$ cat src/rtl/reset_sequencer.sv
// Staged reset release for the video and CPU subsystems, driven by the PLL-lock reset.
// Also handles a soft CPU-only reset request that leaves the video domain untouched.
module reset_sequencer #(
  parameter int STABLE_CYCLES = 16,
  parameter int VIDEO_HOLD    = 64,
  parameter int CPU_HOLD      = 256
) (
  input  logic       clk,
  input  logic       reset,
  input  logic       soft_rst_req,
  output logic       video_reset,
  output logic       cpu_reset,
  output logic       ready,
  output logic [1:0] state
);

  localparam int MAX_SV  = (STABLE_CYCLES > VIDEO_HOLD) ? STABLE_CYCLES : VIDEO_HOLD;
  localparam int MAX_CNT = (MAX_SV > CPU_HOLD) ? MAX_SV : CPU_HOLD;
  localparam int CNT_W   = $clog2(MAX_CNT) + 1;

  localparam logic [CNT_W-1:0] STABLE_LAST = CNT_W'(STABLE_CYCLES - 1);
  localparam logic [CNT_W-1:0] VIDEO_LAST  = CNT_W'(VIDEO_HOLD - 1);
  localparam logic [CNT_W-1:0] CPU_LAST    = CNT_W'(CPU_HOLD - 1);

  typedef enum logic [1:0] {
    S_WAIT_STABLE = 2'd0,
    S_VIDEO_HOLD  = 2'd1,
    S_CPU_HOLD    = 2'd2,
    S_RUN         = 2'd3
  } state_t;

  state_t           state_q, state_d;
  logic [CNT_W-1:0] cnt_q, cnt_d;
  logic             video_reset_q, video_reset_d;
  logic             cpu_reset_q, cpu_reset_d;
  logic             ready_q, ready_d;

  always_comb begin
    state_d       = state_q;
    cnt_d         = cnt_q + CNT_W'(1);
    video_reset_d = video_reset_q;
    cpu_reset_d   = cpu_reset_q;
    ready_d       = ready_q;

    unique case (state_q)
      S_WAIT_STABLE: begin
        video_reset_d = 1'b1;
        cpu_reset_d   = 1'b1;
        ready_d       = 1'b0;
        if (cnt_q == STABLE_LAST) begin
          state_d = S_VIDEO_HOLD;
          cnt_d   = '0;
        end
      end
      S_VIDEO_HOLD: begin
        video_reset_d = 1'b1;
        cpu_reset_d   = 1'b1;
        ready_d       = 1'b0;
        if (cnt_q == VIDEO_LAST) begin
          state_d       = S_CPU_HOLD;
          cnt_d         = '0;
          video_reset_d = 1'b0;
        end
      end
      S_CPU_HOLD: begin
        cpu_reset_d = 1'b1;
        ready_d     = 1'b0;
        // A repeated soft request restarts the hold so it is measured from the latest one.
        if (soft_rst_req) begin
          cnt_d = '0;
        end else if (cnt_q == CPU_LAST) begin
          state_d     = S_RUN;
          cnt_d       = '0;
          cpu_reset_d = 1'b0;
          ready_d     = 1'b1;
        end
      end
      S_RUN: begin
        cnt_d         = '0;
        video_reset_d = 1'b0;
        cpu_reset_d   = 1'b0;
        ready_d       = 1'b1;
        if (soft_rst_req) begin
          state_d     = S_CPU_HOLD;
          cpu_reset_d = 1'b1;
          ready_d     = 1'b0;
        end
      end
      default: begin
        state_d = S_WAIT_STABLE;
        cnt_d   = '0;
      end
    endcase
  end

  always_ff @(posedge clk) begin
    if (reset) begin
      state_q       <= S_WAIT_STABLE;
      cnt_q         <= '0;
      video_reset_q <= 1'b1;
      cpu_reset_q   <= 1'b1;
      ready_q       <= 1'b0;
    end else begin
      state_q       <= state_d;
      cnt_q         <= cnt_d;
      video_reset_q <= video_reset_d;
      cpu_reset_q   <= cpu_reset_d;
      ready_q       <= ready_d;
    end
  end

  assign video_reset = video_reset_q;
  assign cpu_reset   = cpu_reset_q;
  assign ready       = ready_q;
  assign state       = state_q;

endmodule

$ cat config.mk
export PLATFORM = sky130hd
export DESIGN_NAME = reset_sequencer
export DESIGN_NICKNAME = d
export VERILOG_FILES = /design/src/rtl/reset_sequencer.sv
export SDC_FILE = /design/constraint.sdc
export NUM_CORES = 1
export LEC_CHECK = 0
export ABC_AREA = 0
export CAP_MARGIN = 20
export CORE_MARGIN = 2
export CORE_UTILIZATION = 45
export CTS_CLUSTER_DIAMETER = 30
export DETAILED_ROUTE_END_ITERATION = 10
export PLACE_DENSITY_LB_ADDON = 0.1
export SLEW_MARGIN = 20
export SYNTH_ARGS = -nofsm -noshare
export SYNTH_HDL_FRONTEND = slang
export SYNTH_SLANG_ARGS = --single-unit
$ cat constraint.sdc
create_clock -name clk -period 2.5 [get_ports clk]
set_clock_uncertainty 0.05 [all_clocks]
set_input_delay 0.25 -clock clk [delete_from_list [all_inputs] [get_ports clk]]
set_output_delay 0.25 -clock clk [all_outputs]
set_load 0.05 [all_outputs]
==> out/qor.yml, run 1 <==
status:
  outcome: "finished clean"
routing:
  drc: 0
  wl_per_cell_um: 12.4
  via_per_inst: 5.64
  finalWirelength_um: 1210
  drt-initial-drc-count: 10
  drt_first_pass_iters: 4
  postRouteAntennaNets: 0
  num_vias: 553
placed_design:
  portBuffers: 7
  dpl.hpwl_um: 923
  gp_congestion: 0.801
sta:
  tightest_slew_ns: 0.553
  hold_viol: 0
  max_freq_ghz: 0.497
  slew_headroom_pct: 62.9
  min_period_ns: 2.01
  report.final.slew_viol_count: 0
  min_period_over_period_pct: 80.5
  setup_viol: 0
  setup_tns_ns: 0
  rsz0062_at_grt: "no"
hold_path:
  holdPathStages: 1
  whs_endpoint: "cnt_q[0]"
  hold_start: "cnt_q[0]"
  hold_class: "flip-flop to flip-flop"
clocking:
  cts.clk_slew.worst_paths_ns: 0.08
  clk_latency_ns: 0.28
  post-cts-setup-buffer-count: 0
  clk_path_buf_depth: 2
  cts_tree: "done"
  cts-resized-gates: 0
  cts-root-buf: "clkbuf_4"
  htreeDepth: 1
  clock_sinks: 14
  cts_hold_buf: 0
  cts_buffers: 3
final_layout:
  layout.nets: 90
  antenna_cells: 0
  drive_above_1_share_pct: 13.3
  syn_to_final_growth_pct: 18.3
setup_path:
  crit_arrival_ns: 2.11
  critPathMaxFanout: 8
  r2r_cells: 8
  worst_setup_path_end_kind: "flip-flop"
  required_ns: 2.60
  rr_endpoint: "cnt_q[3]"
  r2r_slack_ns: 0.49
  cp-start-kind: "flip-flop"
  r2r-start: "cnt_q[0]"
  path_class: "flip-flop to flip-flop"
logic_synthesis:
  ys_ff_latch: 14
  synthCells: 73
  ys_warn_count: 0
  synthArstFlopShare_pct: 0
  ys_top_cells_by_area: "dfxtp_1 (42%), ha_1 (5.6%), a211oi_1 (4.5%), inv_1 (3.9%), nand3_1 (3.7%)"
  synth_most_common_cell: "dfxtp_1"
  synth_flop_cell: "dfxtp_1"
  synthesis.nets: 79
  postSynthAreaPerCell_um2: 9.17
  yosysTopAreaCellShare_pct: 41.9
  yosys.area.top_type: "dfxtp_1"
  synth_common_cells: "dfxtp_1 (14), inv_1 (7), nand3_1 (5), nor2_1 (5), o21ai_0 (5)"
  netlist_area_um2: 669
  synth_edf_count: 0
  ys_types: 26
  ys_seq_area_share_pct: 41.9
power_and_ir_drop:
  leakagePower_nw: 0.275
  peakVddDrop_mv: 0.405
  power_density_mw_per_mm2: 512
  p_total_mw: 0.405
grt:
  antenna_found_initial: 0
  grt-ovfl-total: 0
  grt_pass1_vias: 490
  grtUsageTotal_pct: 15.9
  grt_pass1_wl_um: 2140
  grt_start_max_net_pins: 11
die:
  initial_utilization_pct: 49.6
  boundaryPins: 8
  die_h_um: 42.6
  dieWidth_um: 42.6
  die_area_mm2: 0.00181
  coreArea_mm2: 0.00135
  rows: 13
run:
  max-cap-violations: 0
[flip-flops by register name (all words and copies together) (netlist names)]
| signal | flops |
|---|---|
| state | 2 |
| video_reset | 1 |
| ready | 1 |
| cpu_reset | 1 |
| cnt_q | 9 |
[area by class of cell]
type                            instances  area [um2]
Clock buffer                            4        36.3
Fill cell                             121         558
Sequential cell                        14         280
Multi-Input combinational cell         50         353
Tap cell                               15        18.8
Inverter                                7        26.3
Timing Repair Buffer                    8        77.6
[worst max-delay path: stages (launching register included)]
cell,delay [ns]
dfxtp_1,0.38
ha_1,0.21
nand3_1,0.12
nor2_1,0.15
and3_2,0.19
ha_1,0.15
nor3_1,0.05
o21ai_1,0.46
nor3_1,0.12
[placed cells by master (no fill, tap or decap)]
cell type        count
o2111a_1             1
clkdlybuf4s50_1      7
ha_1                 3
clkbuf_4             3
o41ai_1              2
nor3b_1              1
nand3_1              5
dfxtp_1             14
xnor2_1              2
nand4_1              2
o21ai_1              1
a211oi_1             4
a211oi_4             1
and3_1               1
nand2_1              1
buf_4                1
o21ai_0              5
or4_4                2
or3_4                1
xor2_1               1
nor3_1               4
a21o_2               1
nor2_1               5
and3_2               1
a21oi_1              1
nor4_1               1
inv_1                7
or3_1                4
clkbuf_8             1
[through the flow]
stage	worst slack [ns]	area [um2]	instances	hold WS (ns)	util [%]
2_1_floorplan	0.595	669	73	0.269	-
3_3_place_gp	0.542	756	94	0.427	56.0
3_5_place_dp	0.498	756	94	0.437	56.0
4_1_cts	0.476	792	98	0.449	58.7
5_1_grt	0.307	792	98	0.479	58.7
6_report	0.487	792	98	0.442	58.7
[how the worst max path moves through the flow]
stage	startpoint	to	slack, ns	cells past startpoint
final	cnt_q[0]	cnt_q[3]	0.49	8
after detailed placement	cnt_q[0]	cnt_q[3]	0.50	8
after floorplan	cnt_q[0]	cnt_q[3]	0.60	8
after global placement	cnt_q[0]	cnt_q[5]	0.54	8
after CTS	cnt_q[0]	cnt_q[3]	0.48	8
after global routing	cnt_q[0]	cnt_q[6]	0.31	8
[power breakdown]
group	total [mW]	internal [mW]	switching [mW]
Combinational	0.0150	0.00765	0.00735
Sequential	0.231	0.227	0.00418
Clock	0.159	0.0886	0.0703
[routing by layer]
metal,vias up,global-route usage [%],wire (um)
met5,-,0,0
met4,0,3.75,7
met3,2,7.76,68
met2,12,21.8,499
met1,255,22.0,639
li1,284,-,-
[cell families after synthesis]
kind of cell | count (synthesis) | synth area share [%]
compound gates | 16 | 18.3
simple gates | 28 | 24.9
buf+inv | 9 | 5.42
fa+ha+maj | 3 | 5.61
xor+xnor | 3 | 3.93
flops | 14 | 41.9
Note: power is estimated with default switching activity, not from simulation.
==> inputs of run 2 (changes only) <==
clock period = 1.8 ns   (was 2.5 ns; I/O delays follow)
==> out/qor.yml, run 2 (synthesis results as in run 1) <==
placed_design:
  dpl.hpwl_um: 1010  # +9.1%
  gp_congestion: 0.882  # +10%
  portBuffers: 7  # unchanged
  postPlaceCellArea_um2: 813  # +7.6%
sta:
  slew_headroom_pct: 67.2  # +4.3 points
  max_freq_ghz: 0.589  # +19%
  min_period_over_period_pct: 94.3  # +14 points
  tightest_slew_ns: 0.490  # -0.0631 ns
  setup_viol: 0  # unchanged
  rsz0062_at_grt: "yes"
  hold_slack_ns: 0.485  # +0.0434 ns
  min_period_ns: 1.70  # -0.316 ns
  report.final.slew_viol_count: 0  # unchanged
  hold_viol: 0  # unchanged
die:
  die_area_mm2: 0.00181  # unchanged
  initial_utilization_pct: 49.6  # unchanged
  dieWidth_um: 42.6  # unchanged
  rows: 13  # unchanged
  coreArea_mm2: 0.00135  # unchanged
  die_h_um: 42.6  # unchanged
  boundaryPins: 8  # unchanged
power_and_ir_drop:
  power_density_mw_per_mm2: 650  # +27%
  peakVddDrop_mv: 0.371  # -8.5%
  internal_power_mw: 0.455  # +41%
  clockPowerShare_pct: 39.0  # -0.2 points
  p_comb_share_pct: 5.2  # +1.5 points
  p_switching_mw: 0.120  # +47%
  p_sw_share_pct: 20.9  # +0.72 points
  leakagePower_nw: 0.319  # +16%
  p_total_mw: 0.575  # +42%
  p_seq_share_pct: 55.9  # -1.2 points
final_layout:
  final_core_util_pct: 65.5  # +6.9 points
  antenna_cells: 0  # unchanged
  drive_above_1_share_pct: 33.3  # +20 points
  largest_reg_flops: 9  # unchanged
  layout.nets: 97  # +7.8%
  finalInstanceArea_um2: 885  # +12%
  final_common_cell: "dfxtp_1"
  layout_common_cells: "dfxtp_1 (12), buf_4 (10), inv_1 (7), o21ai_0 (5), clkdlybuf4s50_1 (5)"
  syn_to_final_growth_pct: 32.1
  top_register: "cnt_q"
grt:
  grt_pass1_vias: 536  # +9.4%
  grt_start_max_net_pins: 11  # unchanged
  grt_pass1_wl_um: 2290  # +7.1%
  grtUsageTotal_pct: 17.5  # +1.7 points
  antenna_found_initial: 0  # unchanged
  grt-ovfl-total: 0  # unchanged
clocking:
  clk_latency_ns: 0.28  # about the same
  htreeDepth: 1  # unchanged
  clk_path_buf_depth: 2  # unchanged
  cts_tree: "done"
  cts-root-buf: "clkbuf_4"
  post-cts-setup-buffer-count: 0  # unchanged
  cts_buffers: 3  # unchanged
  clock_sinks: 14  # unchanged
  cts.clk_slew.worst_paths_ns: 0.08  # about the same
run:
  max-cap-violations: 0  # unchanged
routing:
  via_per_inst: 5.59  # -0.93%
  wl_per_cell_um: 12.7  # +2.3%
  postRouteAntennaNets: 0  # unchanged
  drc: 0  # unchanged
  num_vias: 587  # +6.1%
  finalWirelength_um: 1330  # +9.6%
  drt-initial-drc-count: 4  # -6
  drt_first_pass_iters: 4  # unchanged
setup_path:
  path_class: "flip-flop to flip-flop"
  cp-start-kind: "flip-flop"
  crit_arrival_ns: 1.84  # -0.27 ns
  worst_setup_path_end_kind: "flip-flop"
  required_ns: 1.95  # -0.65 ns
  critPathMaxFanout: 8  # unchanged
status:
  outcome: "finished clean"
hold_path:
  hold_class: "flip-flop to flip-flop"
run 2: changes by cell type in the layout (fill, tap and decap cells not counted), moves of 2 or more:
cell / previous run / this run
dfxtp_2: 0 / 2
buf_4: 1 / 10
clkdlybuf4s50_1: 7 / 5
a211oi_1: 4 / 2
dfxtp_1: 14 / 12
a211oi_2: 0 / 2
run 2: per-stage QoR:
step	setup WS [ns]	cells	TNS (ns)
after floorplan	0.0186	73	0
after global placement	0.0293	101	0
after detailed placement	0.00388	101	0
after CTS	0.0267	105	0
after global routing	-0.00842	105	-0.00842
final	0.103	105	0
run 2: area by class of cell:
class | count | area, um2
clock buffer | 4 | 36.3
fill | 122 | 465
inverter | 7 | 26.3
sequential | 14 | 283
tap | 15 | 18.8
timing repair buffer | 15 | 125
multi-input combinational | 50 | 395
run 2: what timing repair did:
item,in CTS,in global routing
cloned,0,0
gates resized for setup,1,7
pin swaps,0,3
hold buffers,0,0
setup endpoints to repair,2,12
run 2: per-layer routing:
layer,share of wire [%],track usage [%]
met3,2.5,3.88
met5,0,0
met2,44,23.7
met1,53,24.6
met4,0.98,11.3
run 2: power groups by stage:
stage	clock network [mW]	logic (mW)	registers, mW
floorplan	0	0.0133	0.328
CTS	0.232	0.0272	0.321
global route	0.247	0.0336	0.322
global placement	0	0.0272	0.328
detailed placement	0	0.0266	0.328
finish	0.224	0.0299	0.321
run 2: worst paths after layout:
kind	depth (start not counted)	end	slack [ns]	startpoint
setup / recovery	8	cnt_q[7]	0.10	cnt_q[1]
hold / removal	2	cnt_q[0]	0.49	cnt_q[0]
setup reg to reg	8	cnt_q[7]	0.10	cnt_q[1]
hold reg to reg	2	cnt_q[0]	0.49	cnt_q[0]
run 2: critical path, stage by stage (launching register included):
cell and delay (ns):
dfxtp_2 0.33, ha_2 0.17, nand3_2 0.09, nor2_2 0.04, and3_2 0.20, ha_1 0.20, nor3_2 0.19, o21ai_4 0.13
a211oi_1 0.21
==> inputs of run 3 (changes only) <==
clock period = 1.93 ns   (was 1.8 ns; I/O delays follow)
==> out/qor.yml, run 3 (synthesis results as in run 1) <==
setup_path:
  r2r_cells: 9  # +1
  startpoint: "cnt_q[0]"
  r2r-start: "cnt_q[0]"
  r2r_slack_ns: 0.1  # about the same
  cp-start-kind: "flip-flop"
  required_ns: 2.08  # +0.13 ns
  path_class: "flip-flop to flip-flop"
  critPathMaxFanout: 8  # unchanged
  worst_setup_path_end_kind: "flip-flop"
  critPathCapture: "cnt_q[6]"
  rr_endpoint: "cnt_q[6]"
  crit_arrival_ns: 1.98  # +0.14 ns
sta:
  setup_tns_ns: 0  # unchanged
  setup_viol: 0  # unchanged
  tightest_slew_ns: 0.508  # +0.0177 ns
  report.final.slew_viol_count: 0  # unchanged
  slew_headroom_pct: 66.1  # -1.1 points
  hold_viol: 0  # unchanged
  min_period_ns: 1.83  # +0.134 ns
  max_freq_ghz: 0.546  # -7.3%
  min_period_over_period_pct: 94.9  # +0.57 points
power_and_ir_drop:
  peakVddDrop_mv: 0.438  # +18%
  power_density_mw_per_mm2: 627  # -3.6%
  leakagePower_nw: 0.325  # +1.8%
placed_design:
  portBuffers: 7  # unchanged
  postPlaceCellArea_um2: 793  # -2.5%
  gp_congestion: 0.835  # -5.3%
  dpl.hpwl_um: 923  # -8.3%
final_layout:
  antenna_cells: 0  # unchanged
  final_core_util_pct: 62.5  # -3.1 points
  fill_cells: 122  # unchanged
  layout.nets: 95  # -2.1%
  largest_reg_flops: 9  # unchanged
  syn_to_final_growth_pct: 26.0
  final_common_cell: "dfxtp_1"
  finalInstanceArea_um2: 843  # -4.7%
  drive_above_1_share_pct: 21.6  # -12 points
  top_register: "cnt_q"
  layout_common_cells: "dfxtp_1 (13), inv_1 (7), clkdlybuf4s50_1 (6), buf_4 (6)"
clocking:
  cts_tree: "done"
  clock_sinks: 14  # unchanged
  clk_latency_ns: 0.27  # about the same
  post-cts-setup-buffer-count: 0  # unchanged
  cts_buffers: 3  # unchanged
  cts.clk_slew.worst_paths_ns: 0.08  # about the same
  htreeDepth: 1  # unchanged
  clk_path_buf_depth: 2  # unchanged
  cts-root-buf: "clkbuf_4"
status:
  outcome: "finished clean"
routing:
  num_vias: 583  # -0.68%
  wl_per_cell_um: 12.3  # -2.8%
  drt_first_pass_iters: 4  # unchanged
  finalWirelength_um: 1270  # -4.7%
  via_per_inst: 5.66  # +1.2%
  drc: 0  # unchanged
  drt-initial-drc-count: 9  # +5
  postRouteAntennaNets: 0  # unchanged
grt:
  grt_start_max_net_pins: 11  # unchanged
  grt-ovfl-total: 0  # unchanged
  grtUsageTotal_pct: 16.1  # -1.5 points
  antenna_found_initial: 0  # unchanged
  grt_pass1_wl_um: 2130  # -7.2%
  grt_pass1_vias: 494  # -7.8%
die:
  die_area_mm2: 0.00181  # unchanged
  die_h_um: 42.6  # unchanged
  initial_utilization_pct: 49.6  # unchanged
  dieWidth_um: 42.6  # unchanged
  rows: 13  # unchanged
  coreArea_mm2: 0.00135  # unchanged
  boundaryPins: 8  # unchanged
run:
  max-cap-violations: 0  # unchanged
hold_path:
  hold_class: "flip-flop to flip-flop"
-- run 3: routing by layer --
metal	wire (um)	vias to the layer above	global-route usage (%)
met5	0	-	0
met1	670	266	21.6
met4	10	0	3.13
met2	516	13	21.8
li1	-	302	-
met3	71	2	9.91
-- run 3: power by group --
group / switching, mW / total (mW) / leakage, nW / internal, mW
Sequential: 0.00515 / 0.300 / 0.114 / 0.295
Clock: 0.0909 / 0.206 / 0.0210 / 0.115
Combinational: 0.0105 / 0.0231 / 0.190 / 0.0126
-- run 3: worst min path at each step --
stage          startpoint       end  slack, ns  cells past startpoint
4_1_cts          cnt_q[0]  cnt_q[0]       0.44                      1
2_1_floorplan       reset  state[1]       0.21                      1
3_3_place_gp     cnt_q[0]  cnt_q[0]       0.42                      1
3_5_place_dp     cnt_q[0]  cnt_q[0]       0.42                      1
5_1_grt          cnt_q[0]  cnt_q[0]       0.41                      1
6_report         cnt_q[0]  cnt_q[0]       0.39                      1
-- run 3: critical path, stage by stage (launching register included) --
cell	delay, ns
dfxtp_2	0.34
ha_1	0.20
nand3_1	0.10
nor2_1	0.06
and3_2	0.21
ha_1	0.20
nor3_2	0.16
o21ai_1	0.07
buf_4	0.16
a211oi_1	0.19
-- run 3: what timing repair did --
item,in CTS,in global routing
resized for setup,0,4
hold endpoints to repair,0,0
hold buffers,0,0
endpoints found under the setup margin,0,3
-- run 3: stage by stage --
stage                     cells  setup slack (ns)  hold WS (ns)  power [mW]
after global placement       99             0.105         0.425       0.329
after floorplan              73            0.0253         0.212       0.317
after CTS                   103            0.0256         0.436       0.536
after global routing        103          -0.00922         0.410       0.557
final                       103            0.0993         0.388       0.528
after detailed placement     99             0.105         0.424       0.328
-- run 3: layout make-up --
cell class	instances	area, um2	area share (%)
inverters	7	26.3	3.12
clock buffers	4	36.3	4.30
flip-flops and latches	14	282	33.4
repair buffers	13	118	13.9
well taps	15	18.8	2.23
multi-input cells	50	363	43.0
